[src/rtl/result_display.sv]
// result_display: latches the CPU result byte, converts it to three BCD digits with a
// sequential double-dabble engine, and scans a 4-digit common-anode seven-segment display.
// Optional feature: define RESULT_DISPLAY_LZB_EN for leading-zero blanking of hundreds/tens.

module result_display #(
    parameter int unsigned SCAN_DIV = 50000
) (
    input  logic       clk,
    input  logic       rst,
    input  logic [7:0] value,
    input  logic       load,
    output logic       busy,
    output logic [7:0] seg,
    output logic [3:0] an
);

`ifdef RESULT_DISPLAY_LZB_EN
    localparam bit LzbEn = 1'b1;
`else
    localparam bit LzbEn = 1'b0;
`endif

    localparam logic [15:0] ScanLast = 16'(SCAN_DIV - 1);

    typedef enum logic {
        StIdle = 1'b0,
        StConv = 1'b1
    } state_e;

    state_e      r_state;
    state_e      w_state_next;

    logic [7:0]  r_sr;
    logic [11:0] r_bcd;
    logic [2:0]  r_cnt;
    logic [3:0]  r_hund;
    logic [3:0]  r_tens;
    logic [3:0]  r_units;
    logic [15:0] r_scan_cnt;
    logic [1:0]  r_digit;
    logic [7:0]  r_seg;
    logic [3:0]  r_an;

    logic [11:0] w_bcd_adj;
    logic [11:0] w_bcd_shift;
    logic [7:0]  w_sr_shift;
    logic        w_last;
    logic        w_start;
    logic [3:0]  w_digit_val;
    logic        w_blank;
    logic [7:0]  w_seg_next;

    // Double-dabble step: add 3 to each nibble >= 5, then shift {bcd, sr} left by one.
    always_comb begin
        w_bcd_adj = r_bcd;
        for (int i = 0; i < 3; i++) begin
            if (r_bcd[i*4 +: 4] >= 4'd5) begin
                w_bcd_adj[i*4 +: 4] = r_bcd[i*4 +: 4] + 4'd3;
            end
        end
        w_bcd_shift = {w_bcd_adj[10:0], r_sr[7]};
        w_sr_shift  = {r_sr[6:0], 1'b0};
        w_last      = (r_state == StConv) && (r_cnt == 3'd7);
        // A load on the commit edge starts the next conversion directly, so back-to-back
        // results need no idle cycle in between.
        w_start     = load && ((r_state == StIdle) || w_last);
    end

    // FSM state register.
    always_ff @(posedge clk or negedge rst) begin
        if (!rst) begin
            r_state <= StIdle;
        end else begin
            r_state <= w_state_next;
        end
    end

    // FSM next-state logic.
    always_comb begin
        w_state_next = r_state;
        unique case (r_state)
            StIdle: if (load) w_state_next = StConv;
            StConv: if (w_last) w_state_next = load ? StConv : StIdle;
            default: w_state_next = StIdle;
        endcase
    end

    // FSM outputs.
    always_comb begin
        busy = (r_state == StConv);
    end

    // Conversion datapath: capture on start, one shift-add-3 step per CONV cycle.
    always_ff @(posedge clk or negedge rst) begin
        if (!rst) begin
            r_sr  <= 8'd0;
            r_bcd <= 12'd0;
            r_cnt <= 3'd0;
        end else if (w_start) begin
            r_sr  <= value;
            r_bcd <= 12'd0;
            r_cnt <= 3'd0;
        end else if (r_state == StConv) begin
            r_sr  <= w_sr_shift;
            r_bcd <= w_bcd_shift;
            r_cnt <= r_cnt + 3'd1;
        end
    end

    // Display register: only updated with the result of the final shift.
    always_ff @(posedge clk or negedge rst) begin
        if (!rst) begin
            r_hund  <= 4'd0;
            r_tens  <= 4'd0;
            r_units <= 4'd0;
        end else if (w_last) begin
            r_hund  <= w_bcd_shift[11:8];
            r_tens  <= w_bcd_shift[7:4];
            r_units <= w_bcd_shift[3:0];
        end
    end

    // Refresh divider and digit index; free-running, independent of the FSM.
    always_ff @(posedge clk or negedge rst) begin
        if (!rst) begin
            r_scan_cnt <= 16'd0;
            r_digit    <= 2'd0;
        end else if (r_scan_cnt == ScanLast) begin
            r_scan_cnt <= 16'd0;
            r_digit    <= r_digit + 2'd1;
        end else begin
            r_scan_cnt <= r_scan_cnt + 16'd1;
        end
    end

    // Select the digit to show and decide whether it is blanked.
    always_comb begin
        w_digit_val = 4'd0;
        w_blank     = 1'b1;
        unique case (r_digit)
            2'd0: begin
                w_digit_val = r_units;
                w_blank     = 1'b0;
            end
            2'd1: begin
                w_digit_val = r_tens;
                w_blank     = LzbEn && (r_hund == 4'd0) && (r_tens == 4'd0);
            end
            2'd2: begin
                w_digit_val = r_hund;
                w_blank     = LzbEn && (r_hund == 4'd0);
            end
            default: begin
                // Digit 3 is a dark slot kept only so every digit gets the same duty.
                w_digit_val = 4'd0;
                w_blank     = 1'b1;
            end
        endcase
    end

    // Active-low segment decode, dp always off.
    always_comb begin
        w_seg_next = 8'hFF;
        if (!w_blank) begin
            case (w_digit_val)
                4'd0:    w_seg_next = 8'hC0;
                4'd1:    w_seg_next = 8'hF9;
                4'd2:    w_seg_next = 8'hA4;
                4'd3:    w_seg_next = 8'hB0;
                4'd4:    w_seg_next = 8'h99;
                4'd5:    w_seg_next = 8'h92;
                4'd6:    w_seg_next = 8'h82;
                4'd7:    w_seg_next = 8'hF8;
                4'd8:    w_seg_next = 8'h80;
                4'd9:    w_seg_next = 8'h90;
                default: w_seg_next = 8'hFF;
            endcase
        end
    end

    // Registered pin drivers, one cycle behind the digit index and display register.
    always_ff @(posedge clk or negedge rst) begin
        if (!rst) begin
            r_seg <= 8'hC0;
            r_an  <= 4'b1110;
        end else begin
            r_seg <= w_seg_next;
            r_an  <= ~(4'b0001 << r_digit);
        end
    end

    // Pin assignment.
    always_comb begin
        seg = r_seg;
        an  = r_an;
    end

endmodule

[config.mk]
export PLATFORM = sky130hd
export DESIGN_NAME = result_display
export DESIGN_NICKNAME = d
export VERILOG_FILES = /design/src/rtl/result_display.sv
export SDC_FILE = /design/constraint.sdc
export NUM_CORES = 1
export LEC_CHECK = 0
export CORE_UTILIZATION = 55
export CTS_BUF_LIST = sky130_fd_sc_hd__clkbuf_4 sky130_fd_sc_hd__clkbuf_8
export DETAILED_ROUTE_END_ITERATION = 6
export HOLD_SLACK_MARGIN = 0.12
export PLACE_DENSITY = 0.75
export SETUP_SLACK_MARGIN = 0.4
export SLEW_MARGIN = 40
export SYNTH_ARGS = -nofsm -noshare
export SYNTH_HDL_FRONTEND = slang
export SYNTH_SLANG_ARGS = --single-unit
[constraint.sdc]
create_clock -name clk -period 2.16 [get_ports clk]
set_input_delay 0.216 -clock clk [delete_from_list [all_inputs] [get_ports clk]]
set_output_delay 0.216 -clock clk [all_outputs]
set_load 0.005 [all_outputs]
* Word level (Yosys, flattened, before mapping) *
Memory sizes are Yosys's and may differ from the RTL's.
Cells that the tools add are included.
Widths: inputs -> output; s select.

word-level totals
  register bits after elaboration = 66
  bits in read-only memories = 112
  input port bits = 11
  memories = 1

memories
  memory           depth  bits a word  read ports  clocked after Yosys merged registers in  write ports  line  source
  (no name shown)  16     7            1           0                                        0            165   case (w_digit_val)

operators by class
  add/sub/neg operators = 6
  order comparisons = 3
  eq/ne operators = 4
  shifts and indexed selects = 1
  multiplexer cells = 15
  bitwise gates (word level) = 2
  reduce and logical (&&, ||, !) cells = 6

operator list
  operator               count
  $mux 12                2
  $mux 8                 3
  $add 16x1->16 const B  1
  $eq 16x16->1 const B   1
  $mux 16                1
  $ge 4x3->1 const B     3
  $pmux 4 s3             1
  $mux 3                 3
  $add 4x2->4 const B    2
  $mux 4                 2
  $not 4->4              1
  $shl 1x2->4 const A    1
  $add 3x1->3 const B    1
  $add 3x2->3 const B    1
  $eq 3x3->1 const B     1
  $reduce_or 3->1        1
  $add 2x1->2 const B    1
  $eq 2x1->1 const B     1
  $eq 2x2->1 const B     1
  $logic_and 1x1->1      2
  $logic_not 2->1        1
  $mux 1                 2
  $pmux 1 s2             1
  $reduce_bool 2->1      1
  2 further kinds        2

* Depth between registers and ports, before layout *
Gate-level depths: netlist of the first run.

  depth after elaboration = 5
  depth in mapped cells = 9

* Worst setup path after synthesis of the first run *
OpenSTA, ideal clock, no wires.

  path kind = register -> register
  start point = reg r_digit[1]
  end point = reg r_seg[4], in the netlist seg[4]
  data arrival time = 1.798 ns
  required time = 2.040 ns
  path slack = 0.242 ns
  stages on the path, launching flop included = 10
  period minus slack after synthesis = 1.918 ns
  cell sequence = dfrtp_1 > inv_1 > ha_1 > a222oi_1 > nor2_1 > inv_1 > ha_1 > mux2i_1 > mux2i_1 > nand2_1

between the ends
  cells in the longest elaborated chain, start to end = 4

RTL lines
  what                                line  source
  start, declared                     40    logic [1:0] r_digit;
  start signal, assigned              130   r_digit <= r_digit + 2'd1;
  $eq 2x2->1 (tied with other cells)  140   unique case (r_digit)
  $pmux 4 s3                          140
  $mem_v2 16x7                        n/a
  $mux 8 (*)                          164   if (!w_blank) begin
  named net w_seg_next[4]             51    logic [7:0] w_seg_next;
  end signal, assigned                187   r_seg <= w_seg_next;
  end, declared                       41    logic [7:0] r_seg;

The timed path passes the listed nets; every way through them passes the cells marked *.
A chain may end at the register's enable or synchronous reset.

* Worst setup path in the final report of the first run *
  start point = reg r_digit[0]
  end point = reg r_seg[4], in the netlist seg[4]

The elaborated chain is that of the path after synthesis.

==> flow_summary_export.csv, run 1 <==
group,metric,value,unit
layout,fillerInstances,416,
die,std_cell_rows,27,
routing,routed_wl,6989,µm
layout,antenna_cells,0,
timing,max_freq,510.8,MHz
critical_path,worstPathMaxFanout,5,
die,core_area,0.005675,mm²
routing,dr_wl_met3,278,µm
placed_design,place_hpwl,4663,µm
logic_synthesis,ys_ff_latch,65,
layout,seq_area,0.001634,mm²
clock_tree,cts_tree,"yes",
routing,postRouteAntennaNets,0,
critical_path,critical_path_arrival,2.19,ns
timing,setup_tns,0,ns
placed_design,place_inst,422,
timing,period_minus_slack,1.958,ns
clock_tree,path_clk_slew,0.07,ns
global_route,grt_pass1_vias,2593,
routing,wire_per_inst,15.57,µm
die,start_util,58.62,%
layout,final_common_cell,"dfrtp_1",
critical_path,crit_required,2.39,ns
layout,final_cell_mix,"dfrtp_1 (59), nand2_1 (37), buf_4 (24)",
power,irDropWorstVdd,0.9772,mV
critical_path,worstSetupPathType,"flip-flop to flip-flop",
global_route,grt_antenna_before_repair,0,
job,maxCapViolCount,0,
power,leakagePower,1.869,nW
critical_path,crit_path_end_kind,"flip-flop",
timing,slew_viol_final,0,
timing,worst_slack,0.2021,ns
layout,fin_nets,402,
placed_design,place_ws,0.1358,ns
timing,min_period_over_period,90.64,%
clock_tree,htree_levels,3,
hold_path,hold_path.class,"input pin to async pin",
logic_synthesis,yosysSeqAreaShare,49.04,%
global_route,grt_pass1_wl,11920,µm
layout,fin_cells,449,
logic_synthesis,avgSynthCellArea,10.17,µm²
die,die-width,79.78,µm
timing,finalSetupViolCount,0,
placed_design,gp_congestion,0.9026,
logic_synthesis,ys_warn_count,0,
timing,relSlewSlack,63.80,%
run_status,outcome,"completed",
routing,drt-pass1-iter-count,5,
routing,drt_iter0_markers,133,
logic_synthesis,synth_nets,357,
clock_tree,clockRootBuffer,"clkbuf_8",
clock_tree,clk_latency,0.35,ns
timing,finalHoldViolCount,0,
placed_design,io_buffer_count,22,
routing,via_per_inst,5.748,
global_route,gr-total-overflow,0,
logic_synthesis,synth_area,0.003327,mm²
timing,finClkSkew,0.007728,ns
die,dieHeight,79.78,µm
global_route,grtUsageTotal,24.83,%
global_route,grt_max_degree,40,
layout,utilization,71.72,%
routing,dr_wl_met2,3374,µm
routing,dr.max_layer_used,"met4",
logic_synthesis,yosysUniqueCellTypes,40,
routing,remaining_drc_errors,0,
timing,rsz0062_at_grt,"yes",
clock_tree,cts_inserted_buffers,9,
critical_path,cp-start-kind,"flip-flop",
timing,tightest_slew,0.5412,ns
routing,num_vias,2581,
layout,layout-drive-gt1-share,20.95,%
logic_synthesis,synth_cells,327,
layout,syn2layout_area_growth,22.34,%
layout,multi_input_area,0.001680,mm²
power,powerDensity,1283,mW/mm²
clock_tree,clk_path_buf_depth,2,
clock_tree,cts.sinks,65,
routing,wl_met1,3111,µm
die,pin_count,24,
die,die_area,0.006364,mm²
[per-stage QoR]
step	cell area [µm²]	power [W]	hold slack (ns)
3_3_place_gp	3689	0.004041	0.2484
6_report	4070	0.005223	0.3929
3_5_place_dp	3689	0.004139	0.2361
4_1_cts	3978	0.005120	0.3997
2_1_floorplan	3337	0.003472	-0.07959
5_1_grt	4070	0.005629	0.4564
[synthesized netlist by cell type]
cell,number,share of area (%)
o22ai_1,8,1.5
xnor2_1,14,3.7
or2_2,1,0.19
a211oi_1,6,1.4
nand3b_1,1,0.23
nor2_1,24,2.7
a21oi_1,8,1.2
o211ai_1,1,0.23
o21ai_0,12,1.8
nand3_1,6,0.90
mux2_2,3,1.0
nor3_1,9,1.4
nor4_1,3,0.56
o21ai_1,6,0.90
buf_1,3,0.34
nor2b_1,5,0.94
buf_2,1,0.15
nor4b_1,2,0.53
a222oi_1,4,1.2
dfstp_2,4,3.2
a21boi_0,3,0.68
dfrtp_1,61,46
nand2b_1,4,0.75
a31oi_1,1,0.19
mux2i_1,13,3.9
xor2_1,6,1.6
nor3b_1,1,0.23
nand4_1,5,0.94
ha_1,19,7.1
inv_1,20,2.3
and2_1,2,0.38
a32o_1,7,2.1
conb_1,1,0.11
o31ai_1,4,0.90
a21o_1,4,0.90
buf_4,2,0.45
or2_1,1,0.19
o221a_2,7,2.4
nand2_1,37,4.2
clkbuf_1,8,0.90
[logic make-up after synthesis]
family,share of synthesized area (%)
xor+xnor,5.265
fa+ha+maj,7.146
mux,4.926
flops,49.04
compound gates,15.34
simple gates,14.07
buf+inv,4.099
other cells,0.1127
[final timing paths]
check | startpoint | endpoint | slack (ns) | depth (start not counted)
setup / recovery | r_digit[0]$_DFFE_PN0N_ | seg[4]$_DFF_PN0_ | 0.20 | 8
min in group clk | r_scan_cnt[0]$_DFF_PN0_ | r_scan_cnt[0]$_DFF_PN0_ | 0.49 | 1
max in group asynchronous | rst | r_digit[0]$_DFFE_PN0N_ | 1.34 | 3
hold / removal | rst | seg[3]$_DFF_PN0_ | 0.39 | 3
hold reg to reg | r_scan_cnt[0]$_DFF_PN0_ | r_scan_cnt[0]$_DFF_PN0_ | 0.49 | 1
setup reg to reg | r_digit[0]$_DFFE_PN0N_ | seg[4]$_DFF_PN0_ | 0.20 | 8
[registers in the layout, summed over array words and instances, names as in the netlist]
register / flops
r_tens: 4
r_sr: 8
an: 4
r_units: 4
r_hund: 4
r_scan_cnt: 16
r_bcd: 12
r_cnt: 3
seg: 7
busy: 1
r_digit: 2
[metal layers]
layer / up-vias / GRT usage (%)
met5: - / 0
met4: 0 / 11.43
met3: 19 / 5.943
met2: 52 / 40.51
met1: 1256 / 31.13
li1: 1254 / -
[final cells by class]
class | count | area share, %
inverter | 20 | 1.906
clock buffer | 9 | 3.043
multi-input combinational | 228 | 41.28
sequential | 65 | 40.15
clock inverter | 7 | 1.168
timing repair buffer | 48 | 10.24
tap | 72 | 2.213
[power breakdown]
group / leakage [nW] / total [W] / switching, W / internal [W]
sequential: 0.809 / 0.00194 / 0.000329 / 0.00161
clock: 0.0850 / 0.000907 / 0.000494 / 0.000413
combinational: 0.975 / 0.00238 / 0.00117 / 0.00121
[repair_timing]
item / 4_1_cts / 5_1_grt
setup endpoints to repair: 8 / 16
setup buffers: 6 / 4
gates resized for setup: 17 / 14
endpoints found under the hold margin: 61 / 0
hold buffers: 1 / 0
pin swaps: 2 / 8
[critical path, stage by stage (launching register included)]
cell and delay, ns:
dfrtp_2 0.43, inv_4 0.07, ha_4 0.17, a222oi_1 0.45, or2_4 0.25, ha_2 0.18
mux2i_1 0.06, mux2i_1 0.15, nand2_1 0.07
Note: power is estimated with default switching activity, not from simulation.
==> run 2: changes to the inputs <==
Settings changed: CAP_MARGIN from default to 20.
==> results of run 2 <==
Final layout, timing and power as in run 1 (identical DEF).
==> run 3: changes to the inputs <==
Settings changed: ABC_CLOCK_PERIOD_IN_PS from default to 2160.
==> results of run 3 <==
Final layout, timing and power as in run 1 (identical DEF).
==> RTL edit 1 (config.mk and constraints of run 1) <==
Reset style: synchronous (`rst`), changed in 5 clocked blocks.
--- a/src/rtl/result_display.sv
+++ b/src/rtl/result_display.sv
@@ -67,7 +67,7 @@
     end
 
     // FSM state register.
-    always_ff @(posedge clk or negedge rst) begin
+    always_ff @(posedge clk) begin
         if (!rst) begin
             r_state <= StIdle;
         end else begin
@@ -91,7 +91,7 @@
     end
 
     // Conversion datapath: capture on start, one shift-add-3 step per CONV cycle.
-    always_ff @(posedge clk or negedge rst) begin
+    always_ff @(posedge clk) begin
         if (!rst) begin
             r_sr  <= 8'd0;
             r_bcd <= 12'd0;
@@ -108,7 +108,7 @@
     end
 
     // Display register: only updated with the result of the final shift.
-    always_ff @(posedge clk or negedge rst) begin
+    always_ff @(posedge clk) begin
         if (!rst) begin
             r_hund  <= 4'd0;
             r_tens  <= 4'd0;
@@ -121,7 +121,7 @@
     end
 
     // Refresh divider and digit index; free-running, independent of the FSM.
-    always_ff @(posedge clk or negedge rst) begin
+    always_ff @(posedge clk) begin
         if (!rst) begin
             r_scan_cnt <= 16'd0;
             r_digit    <= 2'd0;
@@ -179,7 +179,7 @@
     end
 
     // Registered pin drivers, one cycle behind the digit index and display register.
-    always_ff @(posedge clk or negedge rst) begin
+    always_ff @(posedge clk) begin
         if (!rst) begin
             r_seg <= 8'hC0;
             r_an  <= 4'b1110;
Check against the original RTL: differs if rst is asserted again (counterexample within 4 cycles, from zero or initial values and one cycle with rst low); with rst held inactive, the same outputs for 10 cycles.
==> RTL edit 1 against run 1 <==
Clock skew fell by 0.0013 ns; cell area fell by 7.9%; routed wire length fell by 11%; synthesized area fell by 10%; sequential cell count did not move; worst setup slack got worse by 0.13 ns; non-clock buffer count fell by 7; maximum frequency fell by 6.4%.
Power is not compared: it rests on default switching activity, and its combinational part moved more than twofold at a synthesized area within 25%.
==> RTL edit 1: results (changes against run 1) <==
path class of the lowest-slack min-delay path primary input to flop; number of synthesized register bits 65 (unchanged); DP Area 3350 um^2 (-9.3%); final hold slack 0.454 ns (+0.0613 ns); top area cells in the synthesized netlist dfxtp_1 44%, ha_1 8.0%, nor2_1 4.4%, nand2_1 4.1%, a21oi_1 4.0%; Post-Place Setup Slack 0.0451 ns (-0.0907 ns); vias in the first global route 2293 (-12%); share of post-route cells with drive strength above 1 16.9% (-4.0 points); Fillers 405 (-2.6%); first-pass GRT wire length 10300 um (-13%); share of flip-flops with an asynchronous set or reset after synthesis 0% (-100 points); largest net degree at the start of global routing 18 (-55%); register clock-pin slew on the reported worst setup and hold paths 0.07 ns (about the same); Synthesis Warnings 0 (unchanged); routed wire length 6240 um (-11%); switching share of power 21.2%; maximum clock insertion buffer count 2 (unchanged); DR vias/cell 5.58 (-2.9%); power attributed to combinational cells 0.140 mW; later-pin clock latency in the skew report 0.34 ns; violation count after the first detailed-routing iteration 130 (-2.3%); worst max-slew margin expressed relative to the limit 62.6% (-1.2 points); diode insertion count for antenna repair 0 (unchanged); relative contribution of combinational cells to total power 5.6%; count of distinct cell types in the synthesized netlist 43 (+7.5%); Critical Path Fanout Max 4 (-1); Post-Syn Instances 341 (+4.3%); antenna violations before repair 0 (unchanged); routability cong. 0.807 (-11%); f_max 0.478 GHz (-6.4%); Worst Path Arrival 2.31 ns (+0.12 ns); wire length per cell after detailed routing 13.7 um (-12%); Post-synth top cells 65 x dfxtp_1, 35 x nor2_1, 33 x nand2_1; Mapped Nets 371 (+3.9%); Detail Placement HPWL 4110 um (-12%); Top Registers r_scan_cnt: 16 flops, r_bcd: 12 flops, r_sr: 8 flops; number of buffers added by the clock tree synthesis step 9 (unchanged); number of iterations in the first detailed-routing pass 7 (+2); setup slack, reg-to-reg 0.07 ns (-0.13 ns); depth of the CTS H-tree 3 (unchanged); maximum VDD drop 0.515 mV; share of the yosys chip area belonging to registers 43.6% (-5.5 points); part of the total power dissipated in the clock network 45.3%; total leakage power 1.41 nW; count of input and output buffers 22 (unchanged); worst clock skew on the final layout 0.00638 ns (-0.00135 ns); GR Util All Layers 24.2% (-0.59 points); total number of nets in the final design 409 (+1.7%); P&R area growth vs syn 25.4%; run status finished, final reports clean; number of instances in the placed design 426 (+0.95%); root buf cell clkbuf_8
[RTL edit 1: logic make-up after synthesis]
group / count (synthesis) / share of synthesized area (%)
AND/OR/NAND/NOR: 124 / 20.1
AO/OA/AOI/OAI: 73 / 15.6
flip-flops: 65 / 43.6
buffers and inverters: 32 / 4.27
adder cells (fa/ha/maj): 19 / 7.96
XOR/XNOR: 18 / 5.28
multiplexers: 9 / 3.14
other: 1 / 0.126
[RTL edit 1: critical path: stages, from the launching register on]
cell and delay [ns]:
dfxtp_4 0.38, inv_4 0.05, ha_4 0.16, a222oi_1 0.44, or2_4 0.23, inv_4 0.04, ha_4 0.14, nand2b_4 0.13
a211o_1 0.27, o311a_1 0.14
[RTL edit 1: layer usage]
metal / vias to the layer above / part of all wire, % / wire, um / track usage (%)
met3: 15 / 4.7 / 295 / 7.54
li1: 1275 / - / - / -
met2: 67 / 47 / 2920 / 38.8
met1: 1177 / 47 / 2900 / 30.1
met4: 0 / 1.9 / 116 / 10.7
met5: - / 0 / 0 / 0
[RTL edit 1: final timing paths]
path              startpoint       to  cells past startpoint
hold / removal      value[2]  r_sr[2]                      3
setup reg to reg  r_digit[1]   seg[3]                      9
setup / recovery  r_digit[1]   seg[3]                      9
hold reg to reg      r_sr[0]  r_sr[1]                      2
[RTL edit 1: timing repair]
action / CTS / global route
pin swaps: 11 / 1
hold buffers: 0 / 0
cloned: 0 / 0
resized for setup: 17 / 7
buffers inserted: 10 / 2
endpoints found under the setup margin: 12 / 31
[RTL edit 1: area by class of cell]
| cell class | count | share of cell area, % |
|---|---|---|
| clock inverter | 1 | 0.801 |
| tap | 70 | 2.34 |
| inverter | 18 | 2.07 |
| clock buffer | 15 | 5.34 |
| timing repair buffer | 41 | 9.78 |
| sequential | 65 | 35.0 |
| multi-input combinational | 244 | 44.7 |
==> RTL edit 2 (config.mk and constraints of run 1) <==
Made on the original files. The parameter `SCAN_DIV` goes from 50000 to 37500.
--- a/src/rtl/result_display.sv
+++ b/src/rtl/result_display.sv
@@ -3,7 +3,7 @@
 // Optional feature: define RESULT_DISPLAY_LZB_EN for leading-zero blanking of hundreds/tens.
 
 module result_display #(
-    parameter int unsigned SCAN_DIV = 50000
+    parameter int unsigned SCAN_DIV = 37500
 ) (
     input  logic       clk,
     input  logic       rst,
Check against the original RTL: same outputs for any inputs over 10 cycles, from zero or initial values and one cycle with rst low; that may be too few to reach the edited logic, so the function may still have changed.
==> RTL edit 2 against run 1 <==
Synthesized area increased by 0.30%; worst setup slack lost 0.073 ns; sequential cell count is the same; routed wire length up 5.1%; total power rose by 6.4%; cell area is 3.0% higher; via count grew 2.7%.
==> RTL edit 2: results (changes against run 1) <==
first-pass GRT wire length 11600 um (-2.4%); share of the yosys chip area belonging to registers 48.9% (-0.15 points); CP top delay family adder cells; Crit-path slowest cell dfrtp_1; worst clock skew on the final layout 0.0119 ns (+0.00414 ns); number of iterations in the first detailed-routing pass 4 (-1); largest net degree at the start of global routing 36 (-10%); vias in the first global route 2485 (-4.2%); top area cells in the synthesized netlist dfrtp_1 46%, ha_1 7.1%, xnor2_1 4.2%, nand2_1 4.2%, mux2i_1 3.9%; routability cong. 0.920 (+1.9%); routed wire length 7340 um (+5.1%); GR Util All Layers 24.1% (-0.69 points); overall via count from detail_route 2650 (+2.7%); violation count after the first detailed-routing iteration 140 (+5.3%); Post-Syn Instances 326 (-0.31%); DR WL met3 315 um (+13%); Post-synth top cells 61 x dfrtp_1, 37 x nand2_1, 26 x nor2_1; run status finished, final reports clean; Mapped Nets 356 (-0.28%); Crit path largest cell delay 0.43 ns (-0.02 ns); Metal-1 WL 3230 um (+3.7%); count of distinct cell types in the synthesized netlist 44 (+10%); wire length per cell after detailed routing 16.0 um (+2.6%); total number of nets in the final design 410 (+2.0%); routed wire length on met2 3570 um (+5.7%)
-- RTL edit 2: cell count changes after synthesis, moves of 2 or more --
cell and delta:
nor2_1 +2, nor3_1 -4, a21boi_1 +2, xnor2_1 +2
a21boi_0 -2, xor2_1 -2
-- RTL edit 2: report_power, final --
part           internal [mW]  leakage (nW)  switching, mW
clock                  0.674         0.106          0.483
combinational           1.27          1.01           1.20
sequential              1.61         0.811          0.313
total                   3.56          1.93           2.00
-- RTL edit 2: final timing paths --
check / slack, ns / cells after the start / endpoint
worst min register to register: 0.50 / 1 / r_scan_cnt[0]
worst max-delay path: 0.13 / 8 / seg[3]
min in group clk: 0.50 / 1 / r_scan_cnt[0]
worst min-delay path: 0.42 / 3 / seg[0]
worst max register to register: 0.13 / 8 / seg[3]
max in group asynchronous: 1.39 / 3 / an[3]
-- RTL edit 2: cell families after synthesis --
logic type | count (synthesis) | synth area share [%]
fa+ha+maj | 19 | 7.12
xor+xnor | 20 | 5.25
compound gates | 71 | 15.3
buf+inv | 33 | 4.05
simple gates | 101 | 14.4
mux | 16 | 4.91
other cells | 1 | 0.112
flops | 65 | 48.9
-- RTL edit 2: tightest hold or removal path, stage by stage --
cell and delay, ns:
dlygate4sd3_1 0.51, buf_2 0.10, buf_4 0.35
-- RTL edit 2: final cells by class --
class / count / share of cell area (%)
tap: 75 / 2.24
sequential: 65 / 38.9
clock buffer: 11 / 3.31
clock inverter: 5 / 1.91
multi-input combinational: 228 / 39.8
inverter: 19 / 1.70
timing repair buffer: 57 / 12.1
-- RTL edit 2: timing repair --
action                                 4_1_cts  5_1_grt
resized for setup                           22       11
buffers inserted                            16        5
endpoints found under the hold margin       61        0
hold buffers                                 1        0
pin swaps                                    9        7
setup endpoints to repair                   18       15
-- RTL edit 2: layer usage --
layer  vias up  global-route usage [%]
met5         -                       0
met1      1296                    31.0
li1       1262                       -
met2        72                    39.0
met3        20                    4.57
met4         0                    12.0
-- RTL edit 2: stage by stage --
stage | util, % | cell area (um^2) | worst slack [ns] | total power, mW
CTS | 69.8 | 4110 | 0.283 | 5.40
global placement | 62.6 | 3680 | 0.162 | 4.01
finish | 71.2 | 4190 | 0.129 | 5.56
detailed placement | 62.6 | 3680 | 0.0547 | 4.09
floorplan | - | 3350 | 0.279 | 3.48
global route | 71.2 | 4190 | 0.0529 | 5.94
